**config.mk**
```make
export PLATFORM = sky130hd
export DESIGN_NAME = swi_debounce_flat
export DESIGN_NICKNAME = d
export VERILOG_FILES = /design/src/rtl/swi_debounce_if.sv /design/src/rtl/swi_debounce.sv /design/src/flat_wrapper.sv
export SDC_FILE = /design/constraint.sdc
export NUM_CORES = 1
export LEC_CHECK = 0
export CAP_MARGIN = 25
export CORE_MARGIN = 2
export CORE_UTILIZATION = 30
export CTS_BUF_LIST = sky130_fd_sc_hd__clkbuf_4 sky130_fd_sc_hd__clkbuf_8 sky130_fd_sc_hd__clkbuf_16
export DETAILED_ROUTE_END_ITERATION = 6
export SKIP_CTS_REPAIR_TIMING = 1
export SLEW_MARGIN = 30
export SYNTH_ARGS = -nofsm -noshare
export SYNTH_HDL_FRONTEND = slang
export SYNTH_SLANG_ARGS = --single-unit
export TNS_END_PERCENT = 30
```
**constraint.sdc**
```tcl
create_clock -name clk_2 -period 1.1 [get_ports clk_2]
set_clock_uncertainty 0.1 [all_clocks]
set_input_delay 0.165 -clock clk_2 [delete_from_list [all_inputs] [get_ports clk_2]]
set_output_delay 0.165 -clock clk_2 [all_outputs]
set_load 0.02 [all_outputs]
```
**src/rtl/swi_debounce_if.sv**
```systemverilog
// Switch-conditioner signal bundle: raw switch levels in, debounced levels and event pulses out.
// glitch_cnt exists only when SWI_DEBOUNCE_GLITCH_EN is defined.
interface swi_debounce_if #(
  parameter int NBITS = 8
);
  logic [NBITS-1:0] swi_raw;
  logic [NBITS-1:0] swi_clean;
  logic [NBITS-1:0] swi_rise;
  logic [NBITS-1:0] swi_fall;
  logic             swi_changed;
`ifdef SWI_DEBOUNCE_GLITCH_EN
  logic [7:0]       glitch_cnt;
`endif

  // Switch side drives raw levels and consumes the conditioned view.
  modport master (
    output swi_raw,
    input  swi_clean, swi_rise, swi_fall, swi_changed
`ifdef SWI_DEBOUNCE_GLITCH_EN
    , input glitch_cnt
`endif
  );

  modport slave (
    input  swi_raw,
    output swi_clean, swi_rise, swi_fall, swi_changed
`ifdef SWI_DEBOUNCE_GLITCH_EN
    , output glitch_cnt
`endif
  );
endinterface

```
**src/rtl/swi_debounce.sv**
```systemverilog
// Per-bit two-flop synchroniser plus stability-counter debouncer with one-cycle rise/fall pulses.
// Define SWI_DEBOUNCE_GLITCH_EN to add the saturating rejected-bounce counter (glitch_cnt).
module swi_debounce #(
  parameter int NBITS           = 8,
  parameter int DEBOUNCE_CYCLES = 4
) (
  input  logic          clk_2,
  input  logic          reset,
  swi_debounce_if.slave swi
);
  localparam int              CNT_W   = $clog2(DEBOUNCE_CYCLES);
  localparam logic [CNT_W-1:0] CNT_MAX = CNT_W'(DEBOUNCE_CYCLES - 1);

  logic [NBITS-1:0]            s1_d, s1_q;
  logic [NBITS-1:0]            s2_d, s2_q;
  logic [NBITS-1:0]            clean_d, clean_q;
  logic [NBITS-1:0]            rise_d, rise_q;
  logic [NBITS-1:0]            fall_d, fall_q;
  logic [NBITS-1:0][CNT_W-1:0] cnt_d, cnt_q;
`ifdef SWI_DEBOUNCE_GLITCH_EN
  logic                        glitch_any;
  logic [7:0]                  glitch_d, glitch_q;
`endif

  always_comb begin
    // NOTE: every combinational output gets a default first, so no path can infer a latch.
    s1_d    = swi.swi_raw;
    s2_d    = s1_q;
    clean_d = clean_q;
    cnt_d   = cnt_q;
    rise_d  = '0;
    fall_d  = '0;
`ifdef SWI_DEBOUNCE_GLITCH_EN
    glitch_any = 1'b0;
`endif
    for (int i = 0; i < NBITS; i++) begin
      if (s2_q[i] == clean_q[i]) begin
        // Back at the clean level: any partial count was a bounce.
        cnt_d[i] = '0;
`ifdef SWI_DEBOUNCE_GLITCH_EN
        if (cnt_q[i] != '0) glitch_any = 1'b1;
`endif
      end else if (cnt_q[i] == CNT_MAX) begin
        clean_d[i] = s2_q[i];
        cnt_d[i]   = '0;
        rise_d[i]  = s2_q[i];
        fall_d[i]  = ~s2_q[i];
      end else begin
        cnt_d[i] = cnt_q[i] + CNT_W'(1);
      end
    end
`ifdef SWI_DEBOUNCE_GLITCH_EN
    glitch_d = glitch_q;
    if (glitch_any && (glitch_q != 8'hFF)) glitch_d = glitch_q + 8'd1;
`endif
  end

  // NOTE: state flops use non-blocking assignments so every flop samples pre-edge values.
  always_ff @(posedge clk_2) begin
    if (reset) begin
      s1_q    <= '0;
      s2_q    <= '0;
      clean_q <= '0;
      cnt_q   <= '0;
      rise_q  <= '0;
      fall_q  <= '0;
`ifdef SWI_DEBOUNCE_GLITCH_EN
      glitch_q <= '0;
`endif
    end else begin
      s1_q    <= s1_d;
      s2_q    <= s2_d;
      clean_q <= clean_d;
      cnt_q   <= cnt_d;
      rise_q  <= rise_d;
      fall_q  <= fall_d;
`ifdef SWI_DEBOUNCE_GLITCH_EN
      glitch_q <= glitch_d;
`endif
    end
  end

  assign swi.swi_clean   = clean_q;
  assign swi.swi_rise    = rise_q;
  assign swi.swi_fall    = fall_q;
  assign swi.swi_changed = |(rise_q | fall_q);
`ifdef SWI_DEBOUNCE_GLITCH_EN
  assign swi.glitch_cnt  = glitch_q;
`endif
endmodule

```
**src/flat_wrapper.sv**
```systemverilog
// flat-port wrapper written by rule: the top's interface ports become plain ports
module swi_debounce_flat 
#(
  parameter int NBITS           = 8,
  parameter int DEBOUNCE_CYCLES = 4
)
  (clk_2, reset, swi_swi_raw, swi_swi_clean, swi_swi_rise, swi_swi_fall, swi_swi_changed);
  swi_debounce_if #(.NBITS(NBITS)) swi_i ();
  input  logic clk_2;
  input  logic reset;
  input wire logic [$bits(swi_i.swi_raw)-1:0] swi_swi_raw;
  output wire logic [$bits(swi_i.swi_clean)-1:0] swi_swi_clean;
  output wire logic [$bits(swi_i.swi_rise)-1:0] swi_swi_rise;
  output wire logic [$bits(swi_i.swi_fall)-1:0] swi_swi_fall;
  output wire logic [$bits(swi_i.swi_changed)-1:0] swi_swi_changed;
  assign swi_i.swi_raw = swi_swi_raw;
  assign swi_swi_clean = swi_i.swi_clean;
  assign swi_swi_rise = swi_i.swi_rise;
  assign swi_swi_fall = swi_i.swi_fall;
  assign swi_swi_changed = swi_i.swi_changed;
  swi_debounce #(.NBITS(NBITS), .DEBOUNCE_CYCLES(DEBOUNCE_CYCLES)) u_core (.clk_2(clk_2), .reset(reset), .swi(swi_i));
endmodule
```
==> results.toml, run 1 <==
[logic_synthesis]
ys_top_cells_by_area = "dfxtp_1 (58%), and4bb_2 (7.8%), ha_1 (5.2%)"
avgSynthCellArea_um2 = 13.16
synth_top_area_share_pct = 57.96
yosysUniqueCellTypes = 16
yosysTopAreaCell = "dfxtp_1"
syn_inst = 147
yosysWarnings = 0
synth_seq_cells = 56
syn_nets = 165
syn_area_mm2 = 0.001934
seq_area_frac_synth_pct = 57.96

[global_route]
grt-ovfl-total = 0
grt_pass1_wl_um = 5796
grt_antenna_before_repair = 0
grt_pass1_vias = 1227
grt_usage_pct = 10.45
grt_max_degree = 26

[cells_and_area]
nNetsFinal = 225
n_antenna_cell = 0
seqCellArea_mm2 = 0.001159
drive_above_1_share_pct = 58.17
syn_to_final_growth_pct = 50.26
layout_common_cells = "buf_6 (30), dfxtp_1 (30), dfxtp_2 (24)"
multi_input_area_um2 = 957.2
layout.cells.non_filler = 285
n_fill_cell = 586
final_util_pct = 46.30

[clock_network]
cts_sinks = 56
clk_pin_slew_ns = 0.10
clock_path_buffers = 2
numCtsBuffers = 5
cts_root_buf = "clkbuf_8"
cts_tree = "built"
htree_levels = 2
worstSkewPairLatency_ns = 0.31

[placement]
gp_congestion = 0.6431
place.port_buffers = 34
hpwl_um = 2417
place_inst = 277

[timing]
final.period_utilization_pct = 138.7
slew_viol_final = 0
final.setup.tns_ns = -1.209
tightestPinTransition_ns = 0.2970
final-setup-viol-count = 14
rsz0062_at_grt = "yes"
hold_viol = 0
max_slew_margin_pct = 80.05
max_clock_freq_mhz = 655.3
timing.final.ws_setup_ns = -0.4261
finalCriticalPeriod_ns = 1.526

[route]
drt-vias-per-instance = 4.498
drt_iter0_drc = 58
ant_nets = 0
wl_per_cell_um = 12.54
route.detailed.drc = 0
drt_pass1_iterations = 4
dr_total_vias = 1282
wl_um = 3574

[worst_setup_path]
critPathMaxFanout = 2
arrival_ns = 1.26
required_ns = 0.83
start_kind = "register"
end_kind = "primary output"
crit_type = "register to primary output"

[die]
die_w_um = 84.30
initial_core_util_pct = 30.82
design.core.area_mm2 = 0.006277
row_count = 29
io_pins = 35
floorplan.die.height_um = 84.30
die-area_mm2 = 0.007106

[power]
p_total_mw = 3.557
cellPowerDensity_mw_per_mm2 = 1224
p_leak_nw = 1.091
ir_drop_uv = 546.9

[hold_path]
hold_class = "input pin to register"

[run]
maxCapViolCount = 0

[status]
status = "finished, violations left"
violations = "negative setup slack"
sequential cells by signal (all words and copies together), names as in the netlist:
name	count
u_core.cnt_q	16
u_core.s1_q	8
u_core.s2_q	8
u_core.swi.swi_clean	8
u_core.swi.swi_fall	8
u_core.swi.swi_rise	8
cells in the mapped netlist:
library cell,number
buf_6,4
and4bb_2,12
nor4_1,10
mux2i_1,8
nor4_2,2
nor4b_1,4
xnor2_1,8
clkbuf_1,1
ha_1,8
buf_2,1
nor4bb_1,4
nor2b_1,16
nor4b_2,4
dfxtp_1,56
nor2_1,8
nand4_1,1
worst paths after layout:
path                                               from                      end  slack (ns)  depth (start not counted)
worst max register to register  u_core.swi.swi_clean[2]          u_core.cnt_q[5]        0.06                          3
worst min register to register           u_core.s1_q[1]           u_core.s2_q[1]        0.34                          1
worst max-delay path             u_core.swi.swi_fall[7]          swi_swi_changed       -0.43                          3
worst min-delay path                              reset  u_core.swi.swi_clean[5]        0.14                          3
area by class of cell:
type	instances	area share (%)
clock buffer	5	2.368
clock inverter	3	1.464
multi-input combinational	85	32.93
sequential	56	39.86
tap	77	3.315
timing repair buffer	59	20.06
worst max-delay path: stages (launching register included):
cell	delay [ns]
dfxtp_2	0.35
nor4_4	0.28
nand4_1	0.13
buf_2	0.18
cell families after synthesis:
kind of cell	count (synthesis)	synth area share [%]
XOR/XNOR	8	3.622
adder cells (fa/ha/maj)	8	5.175
buffers and inverters	6	2.781
flip-flops	56	57.96
multiplexers	8	4.140
AND/OR/NAND/NOR	61	26.33
stage by stage:
stage          setup WS, ns  area, µm²  hold WS (ns)
6_report            -0.4261       2907        0.1427
5_1_grt             -0.5339       2907        0.1460
4_1_cts             -0.8841       2634        0.1324
3_5_place_dp        -0.5324       2522        0.3240
3_3_place_gp        -0.5324       2522        0.3171
2_1_floorplan      -0.02637       1944        0.1932
per-layer routing:
layer / up-vias / routed length, µm / GRT usage (%) / share of wire, %
li1: 647 / - / - / -
met1: 598 / 1694 / 13.76 / 47
met2: 30 / 1611 / 15.37 / 45
met3: 7 / 219 / 4.523 / 6.1
met4: 0 / 48 / 3.519 / 1.3
met5: - / 0 / 0 / 0
where the power goes:
part,total [mW],switching (mW),internal [mW]
clock network,1.34,0.665,0.674
logic,0.137,0.0544,0.0825
registers,2.08,0.0235,2.06
total,3.56,0.743,2.81
Note: power is estimated with default switching activity, not from simulation.
==> inputs of run 2 (changes only) <==
--- a/constraint.sdc
+++ b/constraint.sdc
@@ -4,2 +4,2 @@
 set_output_delay 0.165 -clock clk_2 [all_outputs]
-set_load 0.02 [all_outputs]
+set_load 0.1 [all_outputs]
==> run 2 against run 1 <==
The flow still finishes with violations (negative setup slack); combinational power about the same; worst setup slack got worse by 0.098 ns; register-to-register slack got worse by 0.03 ns; final cell count decreased by 1.8%; maximum frequency decreased by 6.0%; sequential power decreased by 2%; worst hold slack got worse by 0.089 ns.
==> results.toml, run 2 (synthesis gave the netlist of run 1 again) <==
[timing]
final-setup-viol-count = 25
finalCriticalPeriod_ns = 1.624
max_clock_freq_mhz = 615.8
tightestPinTransition_ns = 0.2504
timing.final.ws_setup_ns = -0.5238
final.period_utilization_pct = 147.6
hold_viol = 0
final.setup.tns_ns = -2.345
slew_viol_final = 0
max_slew_margin_pct = 83.19
rsz0062_at_grt = "yes"

[clock_network]
htree_levels = 2
cts_sinks = 56
worstSkewPairLatency_ns = 0.30
cts_tree = "built"
clock_path_buffers = 2
clk_pin_slew_ns = 0.09
numCtsBuffers = 5
cts_root_buf = "clkbuf_8"

[placement]
place_inst = 272
gp_congestion = 0.6795
dpl_cell_area_mm2 = 0.002805
pre_cts_ws_ns = -0.3038
hpwl_um = 2404
place.port_buffers = 34

[global_route]
grt-ovfl-total = 0
grt_antenna_before_repair = 0
grt_pass1_wl_um = 5671
grt_max_degree = 28
grt_usage_pct = 10.18
grt_pass1_vias = 1222

[cells_and_area]
drive_above_1_share_pct = 56.16
syn_to_final_growth_pct = 61.25
post-route-cell-area_mm2 = 0.003119
largest_register_ffs = 16
layout_common_cells = "dfxtp_1 (29), buf_12 (26), dfxtp_4 (20)"
n_antenna_cell = 0
regMostFlops = "u_core.cnt_q"
final_common_cell = "dfxtp_1"
nNetsFinal = 220
layout.cells.non_filler = 280

[power]
clkPwrFrac_pct = 34.9
internal-power_mw = 2.657
p_leak_nw = 1.115
ir_drop_uv = 760.3
p_seq_share_pct = 61.1
power.switching_uw = 676.8
p_total_mw = 3.334
combPwrFrac_pct = 4.0
switching_share_pct = 20.30
cellPowerDensity_mw_per_mm2 = 1069

[route]
drt_pass1_iterations = 2
dr_total_vias = 1233
drt-vias-per-instance = 4.404
route.detailed.drc = 0
ant_nets = 0
wl_um = 3417
drt_iter0_drc = 40
wl_per_cell_um = 12.20

[worst_setup_path]
end_kind = "primary output"
crit_type = "register to primary output"
required_ns = 0.83
arrival_ns = 1.36
start_kind = "register"
critPathMaxFanout = 2

[status]
violations = "negative setup slack"
status = "finished, violations left"

[die]
die_w_um = 84.30
die-area_mm2 = 0.007106
row_count = 29
design.core.area_mm2 = 0.006277
floorplan.die.height_um = 84.30
initial_core_util_pct = 30.82
io_pins = 35

[hold_path]
hold_class = "input pin to register"

[run]
maxCapViolCount = 0
==> run 2: changes by cell type in the layout (fill, tap and decap cells not counted), moves of 2 or more <==
cell / change
dfxtp_2: -17
buf_12: +25
clkbuf_4: +2
nor4b_2: -2
dfxtp_4: +18
buf_4: -13
buf_6: -16
nor4b_1: +2
==> run 2: stage by stage <==
step / hold slack (ns) / util (%)
2_1_floorplan: 0.1932 / -
3_3_place_gp: 0.3144 / 44.69
3_5_place_dp: 0.3223 / 44.69
4_1_cts: 0.03287 / 46.24
5_1_grt: 0.04075 / 49.69
6_report: 0.05409 / 49.69
==> run 2: path summary, 6_finish.rpt <==
kind | from | slack (ns) | endpoint | depth (start not counted)
worst max register to register | u_core.cnt_q[4] | 0.03 | u_core.swi.swi_rise[2] | 2
worst min-delay path | reset | 0.05 | u_core.swi.swi_rise[1] | 2
worst max-delay path | u_core.swi.swi_rise[7] | -0.52 | swi_swi_changed | 3
worst min register to register | u_core.s1_q[4] | 0.34 | u_core.s2_q[4] | 1
==> run 2: critical path, cell delays in order (launching register included) <==
cell and delay, ns:
dfxtp_2 0.34, nor4_4 0.28, nand4_1 0.21, buf_12 0.22
==> run 2: final cells by class <==
class	instances	area [µm²]
clock buffer	8	97.59
fill	555	3158
multi-input combinational	85	919.6
sequential	56	1205
tap	77	96.34
timing repair buffer	54	800.8
==> run 2: power groups by stage <==
stage | Sequential (mW) | Clock, mW | Combinational (mW)
after global placement | 2.08 | 0 | 0.129
final | 2.04 | 1.16 | 0.134
after floorplan | 2.08 | 0 | 0.0891
after global routing | 2.04 | 1.32 | 0.150
after CTS | 2.03 | 1.23 | 0.131
after detailed placement | 2.08 | 0 | 0.131
==> run 2: routing by layer <==
metal | track usage (%) | share of wire, %
met1 | 13.52 | 47
met2 | 14.72 | 48
met3 | 3.638 | 4.5
met4 | 4.839 | 0.56
met5 | 0 | 0
==> inputs of run 3 (changes only) <==
- CORE_ASPECT_RATIO: default -> 1.25
- MAX_ROUTING_LAYER: default -> met4
==> run 3 against run 2 <==
The run still ends with negative setup slack left; critical path depth unchanged; core utilization up 0.37 points; worst hold slack better by 0.094 ns; final cell count up 2.1%; critical endpoint unchanged; largest cell class unchanged; largest power group unchanged.
==> results.toml, run 3 (synthesis gave the netlist of run 1 again) <==
[power]
ir_drop_uv = 1026
p_total_mw = 3.337
switching_share_pct = 20.51
power.switching_uw = 684.5
internal-power_mw = 2.653
p_seq_share_pct = 60.8
p_leak_nw = 1.113
combPwrFrac_pct = 4.0
clkPwrFrac_pct = 35.2
cellPowerDensity_mw_per_mm2 = 1074

[timing]
final-setup-viol-count = 25
hold_viol = 0
slew_viol_final = 0
timing.final.ws_setup_ns = -0.5123
finalCriticalPeriod_ns = 1.612
final.period_utilization_pct = 146.6
max_slew_margin_pct = 82.56
final.setup.tns_ns = -2.425
max_clock_freq_mhz = 620.2
rsz0062_at_grt = "yes"
tightestPinTransition_ns = 0.2598

[placement]
gp_congestion = 0.7031
place.port_buffers = 34
place_inst = 278
hpwl_um = 2386

[route]
wl_um = 3380
ant_nets = 0
drt_pass1_iterations = 4
drt-vias-per-instance = 4.399
route.detailed.drc = 0
wl_per_cell_um = 11.82
drt_iter0_drc = 43
dr_total_vias = 1258

[cells_and_area]
multi_input_area_um2 = 904.6
largest_register_ffs = 16
n_fill_cell = 566
final_util_pct = 50.06
regMostFlops = "u_core.cnt_q"
n_antenna_cell = 0
nNetsFinal = 218
seqCellArea_mm2 = 0.001207
final_common_cell = "dfxtp_1"
syn_to_final_growth_pct = 60.61
drive_above_1_share_pct = 55.22
layout.cells.non_filler = 286
layout_common_cells = "dfxtp_1 (31), buf_12 (27), dfxtp_4 (22)"

[die]
die-area_mm2 = 0.007110
design.core.area_mm2 = 0.006206
row_count = 32
io_pins = 35
die_w_um = 75.82
initial_core_util_pct = 31.17
floorplan.die.height_um = 93.78

[worst_setup_path]
end_kind = "primary output"
critPathMaxFanout = 2
worstRegToRegCells = 2
r2r-start = "u_core.cnt_q[2]"
arrival_ns = 1.35
crit_type = "register to primary output"
r2r_setup_slack_ns = 0.03
r2r_end = "u_core.swi.swi_rise[1]"
start_kind = "register"
required_ns = 0.83

[global_route]
grt-ovfl-total = 0
grt_antenna_before_repair = 0
grt_pass1_wl_um = 5658
grt_pass1_vias = 1245
grt_usage_pct = 10.75
grt_max_degree = 43

[hold_path]
whs_path_depth = 3
hold_start = "reset"
min_to = "u_core.swi.swi_clean[7]"
hold_class = "input pin to register"

[clock_network]
clk_pin_slew_ns = 0.09
clock_path_buffers = 2
cts_sinks = 56
htree_levels = 2
numCtsBuffers = 5
worstSkewPairLatency_ns = 0.30
cts_root_buf = "clkbuf_8"
cts_tree = "built"

[status]
status = "finished, violations left"
violations = "negative setup slack"

[run]
maxCapViolCount = 0
[run 3: critical path, stage by stage, from the launching register on]
cell and delay (ns):
dfxtp_4 0.36, nor4_4 0.26, nand4_1 0.20, buf_12 0.22
[run 3: cell type report]
cell class	count	share of cell area (%)
clock buffer	8	3.141
multi-input combinational	85	29.12
sequential	56	38.86
tap	85	3.423
timing repair buffer	52	25.45
[run 3: worst max-delay path by stage]
| stage | from | end | cells past startpoint | slack (ns) |
|---|---|---|---|---|
| 3_5_place_dp | u_core.swi.swi_rise[1] | swi_swi_changed | 3 | -0.28 |
| 4_1_cts | u_core.swi.swi_rise[1] | swi_swi_changed | 3 | -0.63 |
| 2_1_floorplan | u_core.swi.swi_fall[4] | swi_swi_changed | 2 | -0.83 |
| 5_1_grt | u_core.swi.swi_fall[3] | swi_swi_changed | 3 | -0.58 |
| 6_report | u_core.swi.swi_fall[4] | swi_swi_changed | 3 | -0.51 |
| 3_3_place_gp | u_core.swi.swi_rise[5] | swi_swi_changed | 3 | -0.27 |
[run 3: power groups by stage]
stage	Clock, mW	Sequential [mW]	Combinational, mW
detailed placement	0	2.08	0.131
floorplan	0	2.08	0.0891
global route	1.30	2.04	0.150
CTS	1.21	2.03	0.132
global placement	0	2.08	0.129
finish	1.17	2.03	0.135
[run 3: through the flow]
stage          setup WS, ns  hold WS, ns  instance area, µm²
6_report            -0.5123       0.1486                3107
2_1_floorplan       -0.8257       0.1932                2014
4_1_cts             -0.6289       0.1318                2910
3_5_place_dp        -0.2812       0.3204                2813
3_3_place_gp        -0.2669       0.3145                2813
5_1_grt             -0.5835       0.1506                3107
[run 3: metal layers]
layer | GRT usage, % | vias up | routed length, µm | part of all wire [%]
met5 | - | - | 0 | 0
met4 | 4.386 | 0 | 51 | 1.5
met3 | 3.219 | 6 | 165 | 4.9
met2 | 15.30 | 31 | 1548 | 46
met1 | 14.11 | 579 | 1615 | 48
li1 | - | 642 | - | -
